<file path="src/rtl/cc_poscollision_monitor.sv">
// Registered multi-player collision monitor: compares the bottom obstacle row against
// each player's position on every frame tick, deducts lives once per contact, latches game-over.
module cc_poscollision_monitor #(
    parameter int PosCOLLISION_DATAWIDTH  = 8,
    parameter int PosCOLLISION_NUMPLAYERS = 2,
    parameter int PosCOLLISION_LIVES      = 3,
    parameter int PosCOLLISION_MATCHMODE  = 1,
    localparam int LW = $clog2(PosCOLLISION_LIVES + 1)
) (
    input  logic                                                  CC_PosCOLLISION_CLOCK_50,
    input  logic                                                  CC_PosCOLLISION_RESET_InHigh,
    input  logic                                                  CC_PosCOLLISION_clear_InHigh,
    input  logic                                                  CC_PosCOLLISION_frametick_InHigh,
    input  logic [PosCOLLISION_DATAWIDTH-1:0]                     CC_PosCOLLISION_fila0,
    input  logic [PosCOLLISION_NUMPLAYERS*PosCOLLISION_DATAWIDTH-1:0] CC_PosCOLLISION_posjug,
    output logic [PosCOLLISION_NUMPLAYERS-1:0]                    CC_PosCOLLISION_OutBUS,
    output logic [PosCOLLISION_NUMPLAYERS-1:0]                    CC_PosCOLLISION_hit,
    output logic [PosCOLLISION_NUMPLAYERS*LW-1:0]                 CC_PosCOLLISION_lives,
    output logic [PosCOLLISION_NUMPLAYERS-1:0]                    CC_PosCOLLISION_gameover,
    output logic                                                  CC_PosCOLLISION_allover
);

    localparam int DW = PosCOLLISION_DATAWIDTH;
    localparam int NP = PosCOLLISION_NUMPLAYERS;
    localparam logic [LW-1:0] LIVES_INIT = LW'(PosCOLLISION_LIVES);
    localparam logic [LW-1:0] ONE_LIFE   = LW'(1);

    logic [NP-1:0] coll;

    logic [NP-1:0] outbus_q, outbus_d;
    logic [NP-1:0] hit_q, hit_d;
    logic [NP-1:0] gameover_q, gameover_d;
    logic [NP-1:0] prev_q, prev_d;
    logic [LW-1:0] lives_q [NP];
    logic [LW-1:0] lives_d [NP];

    // An all-zero player vector means the player is absent and never collides.
    for (genvar k = 0; k < NP; k++) begin : g_coll
        logic [DW-1:0] pos;
        assign pos = CC_PosCOLLISION_posjug[k*DW +: DW];
        if (PosCOLLISION_MATCHMODE == 0) begin : g_eq
            assign coll[k] = (|pos) && (CC_PosCOLLISION_fila0 == pos);
        end else begin : g_ov
            assign coll[k] = |(CC_PosCOLLISION_fila0 & pos);
        end
        assign CC_PosCOLLISION_lives[k*LW +: LW] = lives_q[k];
    end

    always_comb begin
        outbus_d   = outbus_q;
        hit_d      = '0;
        gameover_d = gameover_q;
        prev_d     = prev_q;
        for (int k = 0; k < NP; k++) begin
            lives_d[k] = lives_q[k];
        end

        if (CC_PosCOLLISION_clear_InHigh) begin
            outbus_d   = '1;
            gameover_d = '0;
            prev_d     = '0;
            for (int k = 0; k < NP; k++) begin
                lives_d[k] = LIVES_INIT;
            end
        end else if (CC_PosCOLLISION_frametick_InHigh) begin
            // A life is lost only on the rising edge of contact, and never after game-over.
            for (int k = 0; k < NP; k++) begin
                outbus_d[k] = ~coll[k];
                prev_d[k]   = coll[k];
                if (coll[k] && !prev_q[k] && !gameover_q[k]) begin
                    lives_d[k] = lives_q[k] - ONE_LIFE;
                    hit_d[k]   = 1'b1;
                    if (lives_q[k] == ONE_LIFE) begin
                        gameover_d[k] = 1'b1;
                    end
                end
            end
        end
    end

    always_ff @(posedge CC_PosCOLLISION_CLOCK_50 or posedge CC_PosCOLLISION_RESET_InHigh) begin
        if (CC_PosCOLLISION_RESET_InHigh) begin
            outbus_q   <= '1;
            hit_q      <= '0;
            gameover_q <= '0;
            prev_q     <= '0;
            for (int k = 0; k < NP; k++) begin
                lives_q[k] <= LIVES_INIT;
            end
        end else begin
            outbus_q   <= outbus_d;
            hit_q      <= hit_d;
            gameover_q <= gameover_d;
            prev_q     <= prev_d;
            for (int k = 0; k < NP; k++) begin
                lives_q[k] <= lives_d[k];
            end
        end
    end

    assign CC_PosCOLLISION_OutBUS   = outbus_q;
    assign CC_PosCOLLISION_hit      = hit_q;
    assign CC_PosCOLLISION_gameover = gameover_q;
    assign CC_PosCOLLISION_allover  = &gameover_q;

endmodule

</file>
<file path="config.mk">
export PLATFORM = sky130hd
export DESIGN_NAME = cc_poscollision_monitor
export DESIGN_NICKNAME = d
export VERILOG_FILES = /design/src/rtl/cc_poscollision_monitor.sv
export SDC_FILE = /design/constraint.sdc
export NUM_CORES = 1
export LEC_CHECK = 0
export BUFFER_PORTS_ARGS = -buffer_cell sky130_fd_sc_hd__buf_2
export CAP_MARGIN = 0
export CORE_MARGIN = 2
export CORE_UTILIZATION = 43
export CTS_BUF_LIST = sky130_fd_sc_hd__clkbuf_2
export CTS_CLUSTER_SIZE = 30
export DETAILED_ROUTE_END_ITERATION = 10
export PLACE_DENSITY = 0.8
export SYNTH_ARGS = -nofsm -noshare
export SYNTH_HDL_FRONTEND = slang
export SYNTH_SLANG_ARGS = --single-unit
</file>
<file path="constraint.sdc">
create_clock -name CC_PosCOLLISION_CLOCK_50 -period 1.2 [get_ports CC_PosCOLLISION_CLOCK_50]
set_input_delay 0.18 -clock CC_PosCOLLISION_CLOCK_50 [delete_from_list [all_inputs] [get_ports CC_PosCOLLISION_CLOCK_50]]
set_output_delay 0.18 -clock CC_PosCOLLISION_CLOCK_50 [all_outputs]
set_load 0.01 [all_outputs]
</file>
[Word-level counts from Yosys, hierarchy flattened]
Cells that the tools add are included.
Cells by class
  equal/unequal tests: 2
  $lt $le $gt $ge: 0
  shift operators: 0
  reduce and logical (&&, ||, !) cells: 20
  multiply operators: 0
  divide/modulo/power cells: 0
  bitwise operators: 4
  muxes and demuxes: 18
  add/sub/neg operators: 2
Operator list (count)
  2-bit two-way mux: 10
  8-bit bitwise AND: 2
  8-bit OR reduction: 2
  2-bit nonzero test: 5
  4-bit two-way mux: 2
  1-bit two-way mux: 6
  2-bit AND reduction: 3
  3-bit AND reduction: 2
  2-bit by 1-bit equality test with 1-bit output (second input constant): 2
  1-bit logical AND: 4
  1-bit zero test: 4
  2-bit by 1-bit subtractor with 2-bit output (second input constant): 2
  1-bit inverter: 2
Storage, ports and cells
  bits of input ports: 28
  memories: 0
  bits in writable memories: 0
  output and inout bits: 11
  logic and storage cells: 53
  bits in latches: 0
  register bits after elaboration: 12
  ROM bits: 0

[Depth between registers and ports, before layout]
  word-level depth: 7
  depth in mapped cells: 4

[Worst setup path before layout]
OpenSTA, ideal clock, no wires.
  kind: reg-to-reg
  start: register lives_q, in the netlist CC_PosCOLLISION_lives[1]
  end: register lives_q, in the netlist CC_PosCOLLISION_lives[1]
  path slack: 136 ps
  cell stages (with the launch flop): 5
  clock period less this slack: 1064 ps
  data arrival time: 989 ps
  cell sequence: dfstp_2 -> inv_1 -> ha_1 -> nor2_1 -> mux2i_1
Between the ends
  cells in the longest elaborated chain, start to end: 4
RTL lines
  start: declaration: RTL line 34  | logic [LW-1:0] lives_q [NP];
  start signal: indexed assignment: RTL line 96  | lives_q[k] <= lives_d[k];
  2-bit by 1-bit subtractor with 2-bit output: RTL line 71  | lives_d[k] = lives_q[k] - ONE_LIFE;
  2-bit two-way mux: RTL line 70  | if (coll[k] && !prev_q[k] && !gameover_q[k]) begin
  4-bit two-way mux: RTL line 65  | end else if (CC_PosCOLLISION_frametick_InHigh) begin
  4-bit two-way mux: RTL line 58  | if (CC_PosCOLLISION_clear_InHigh) begin
No other way between the ends. The select of a mux whose other input is x is not followed.
A chain may end at the register's enable or synchronous reset.

[Worst setup path after layout]
  start: register gameover_q[0], in the netlist CC_PosCOLLISION_gameover[0]
  end: output CC_PosCOLLISION_allover
Between the ends
  cells in the longest elaborated chain, start to end: 1
RTL lines
  start: declaration: RTL line 32  | logic [NP-1:0] gameover_q, gameover_d;
  start signal: assignment: RTL line 93  | gameover_q <= gameover_d;
  2-bit AND reduction: RTL line 104  | assign CC_PosCOLLISION_allover = &gameover_q;
  end: declaration: RTL line 20  | output logic CC_PosCOLLISION_allover
No other way between the ends.

==> impl_metrics.json <==
{
  "slew_headroom_pct": 71.4,
  "setup_viol": 0,
  "synth.ff_latch_count": 12,
  "syn_inst": 61,
  "finClkSkew_ps": 22.3,
  "clockPowerShare_pct": 24.3,
  "r2r-end": "CC_PosCOLLISION_lives[1]",
  "remaining_drc_errors": 0,
  "fin_cells": 120,
  "min_to": "CC_PosCOLLISION_OutBUS[1]",
  "p_leak_nw": 0.500,
  "h-tree-depth": 1,
  "ios": 39,
  "hold_depth": 2,
  "grt_max_degree": 15,
  "status": "complete, no violations",
  "clk_latency_ps": 270,
  "vias": 608,
  "grt_pass1_wl_microns": 2260,
  "cp_max_fo": 3,
  "syn-cell-area_sq_um": 646,
  "cts_buffers": 3,
  "avgViaCountPerCell": 5.07,
  "ant_nets": 0,
  "hp-class": "in2reg",
  "final_hold_viol_count": 0,
  "core_area_sq_um": 1350,
  "max_freq_mhz": 867,
  "path_buf_inv": 1,
  "path_depth": 2,
  "hp-start": "CC_PosCOLLISION_frametick_InHigh",
  "grt.total_usage_pct": 16.5,
  "rows": 13,
  "r2r_cells": 4,
  "power.internal_uw": 643,
  "clockRootBuffer": "clkbuf_2",
  "peakVddDrop_uv": 681,
  "path_cells": "and2_1 > buf_2",
  "fp.dieArea_sq_um": 1830,
  "cts_tree": "built",
  "clkTransAtPathRegs_ps": 120,
  "cp_top_family": "flip-flops",
  "yosysWarnings": 0,
  "clock_sinks": 12,
  "drt_iter0_markers": 9,
  "post-route-util_pct": 65.7,
  "finalCritPeriodShare_pct": 96.1,
  "layout_min_cycle_time_ps": 1150,
  "combPwrFrac_pct": 23.6,
  "drive_gt1_share_pct": 52.4,
  "cp-start-kind": "register",
  "die_w_microns": 42.8,
  "p_switching_uw": 246,
  "firstDrtPassIters": 2,
  "r2r_start": "CC_PosCOLLISION_lives[1]",
  "grt_pass1_vias": 534,
  "grt_setup_unrepaired": "true",
  "routedWlPerCell_microns": 11.2,
  "drv_cap": 0,
  "grt-ovfl-total": 0,
  "synth_ff_type": "dfstp_2",
  "switching_share_pct": 27.6,
  "slew_viol_final": 0,
  "crit_type": "reg2out",
  "synth_fp_nets": 91,
  "nFillCells": 125,
  "dpl_cell_area_sq_um": 842,
  "diodes": 0,
  "ys_types": 19,
  "worst_pin_slew_ps": 428,
  "end_kind": "output port",
  "synthArstFlopShare_pct": 100,
  "start_util_pct": 47.8,
  "seqCellArea_sq_um": 308,
  "worstPathRequired_ps": 1020,
  "rrSetupSlack_ps": 90,
  "placedCellCount": 113,
  "gp_congestion": 0.718,
  "power_density_nw_per_um2": 1000,
  "num-nets-final": 136,
  "crit_slowest_cell": "dfrtp_1",
  "drt-total-wl_microns": 1350,
  "synth_edf_count": 0,
  "seqPwrFrac_pct": 52.2,
  "whs_ps": 159,
  "antenna_found_initial": 0,
  "area_delta_synth_final_pct": 37.4,
  "dieHeight_microns": 42.8,
  "critPathArrivalTime_ps": 970,
  "yosysSeqAreaShare_pct": 47.7,
  "stdcell_area_sq_um": 887,
  "io_buffer_count": 38,
  "max-clock-path-buffers": 2,
  "critical_path.max_stage_delay_ps": 420,
  "multiInputGateArea_sq_um": 307,
  "finalPower_uw": 888,
  "post_cts_resized": 0,
  "dp_hpwl_microns": 1080,
  "syn_area_per_cell_sq_um": 10.6
}
==> synth_stat cells (2+ instances only) <==
cell type  instances  area share, %
dfrtp_1            6             23
o21a_1             2            2.3
a22oi_1            7            8.1
and4_1             2            2.7
mux2i_1            4            6.2
a31oi_1            2            1.9
nor2_1            10            5.8
nand3b_2           2            3.5
ha_1               2            3.9
o21ai_0            2            1.6
and2b_1            2            2.3
and2b_2            2            2.7
a21oi_1            2            1.6
nand4_1            2            1.9
dfstp_2            6             24
inv_1              5            2.9
==> registers in the layout, indices dropped and copies added, names as in the netlist <==
register	count
CC_PosCOLLISION_OutBUS	2
CC_PosCOLLISION_gameover	2
CC_PosCOLLISION_hit	2
CC_PosCOLLISION_lives	4
prev_q	2
==> cells by family (layout without fill, tap and decap cells) <==
group                      after synthesis  count (layout)  synth area share (%)
DFF                                     12              12                  47.7
and+or+nand+nor                         21              21                  20.0
AOI/OAI and AO/OA                       16              16                  17.4
adders and majority gates                2               2                  3.88
muxes                                    4               4                  6.20
buffers and inverters                    6              50                  4.84
==> cell type report <==
type / instances / area share, %
timing repair buffer: 41 / 24.3
tap: 15 / 2.12
clock buffer: 4 / 2.26
inverter: 5 / 2.12
multi-input combinational: 43 / 34.6
sequential: 12 / 34.7
==> cells in the final DEF, fill, tap and decap left out <==
cell           instances
buf_2                 38
nor2_1                10
a22oi_1                7
dfstp_2                6
dfrtp_1                6
inv_1                  5
mux2i_1                4
clkbuf_2               4
and4_1                 2
a21oi_1                2
o21a_1                 2
nand4_1                2
and2b_1                2
a31oi_1                2
o21ai_0                2
and2b_2                2
nand3b_2               2
ha_1                   2
buf_4                  2
a22oi_2                1
and2_1                 1
dlygate4sd3_1          1
==> routing by layer <==
layer / vias up / GRT usage, % / wire length (microns)
met5: - / 0 / 0
met1: 281 / 21.6 / 624
met2: 14 / 24.8 / 636
met3: 2 / 7.66 / 82
met4: 0 / 3.75 / 5
li1: 311 / - / -
==> power by group through the flow <==
| stage | Clock [mW] | Combinational, mW | Sequential, mW |
|---|---|---|---|
| after floorplan | 0 | 0.0982 | 0.483 |
| after global placement | 0 | 0.195 | 0.470 |
| after detailed placement | 0 | 0.200 | 0.472 |
| after CTS | 0.223 | 0.203 | 0.465 |
| after global routing | 0.241 | 0.235 | 0.467 |
| final | 0.215 | 0.209 | 0.463 |
==> how the worst max path moves through the flow <==
stage	startpoint	endpoint	slack [ps]
after floorplan	CC_PosCOLLISION_lives[1]	CC_PosCOLLISION_lives[1]	140
final	CC_PosCOLLISION_gameover[0]	CC_PosCOLLISION_allover	50
after detailed placement	CC_PosCOLLISION_fila0[0]	CC_PosCOLLISION_lives[2]	70
after global routing	CC_PosCOLLISION_gameover[1]	CC_PosCOLLISION_allover	-10
after CTS	CC_PosCOLLISION_gameover[0]	CC_PosCOLLISION_allover	30
after global placement	CC_PosCOLLISION_fila0[0]	CC_PosCOLLISION_lives[3]	90
==> stage by stage <==
stage,TNS [ps],setup slack [ps]
after global routing,-11.0,-11.0
after CTS,0,28.4
final,0,47.1
after floorplan,0,136
after global placement,0,86.1
after detailed placement,0,70.6
==> timing repair <==
item / in CTS / in global routing
setup endpoints to repair: 0 / 2
endpoints found under the hold margin: 6 / 0
buffers inserted: 0 / 2
hold buffers: 1 / 0
No activity file was read; power rests on OpenSTA's default activity.
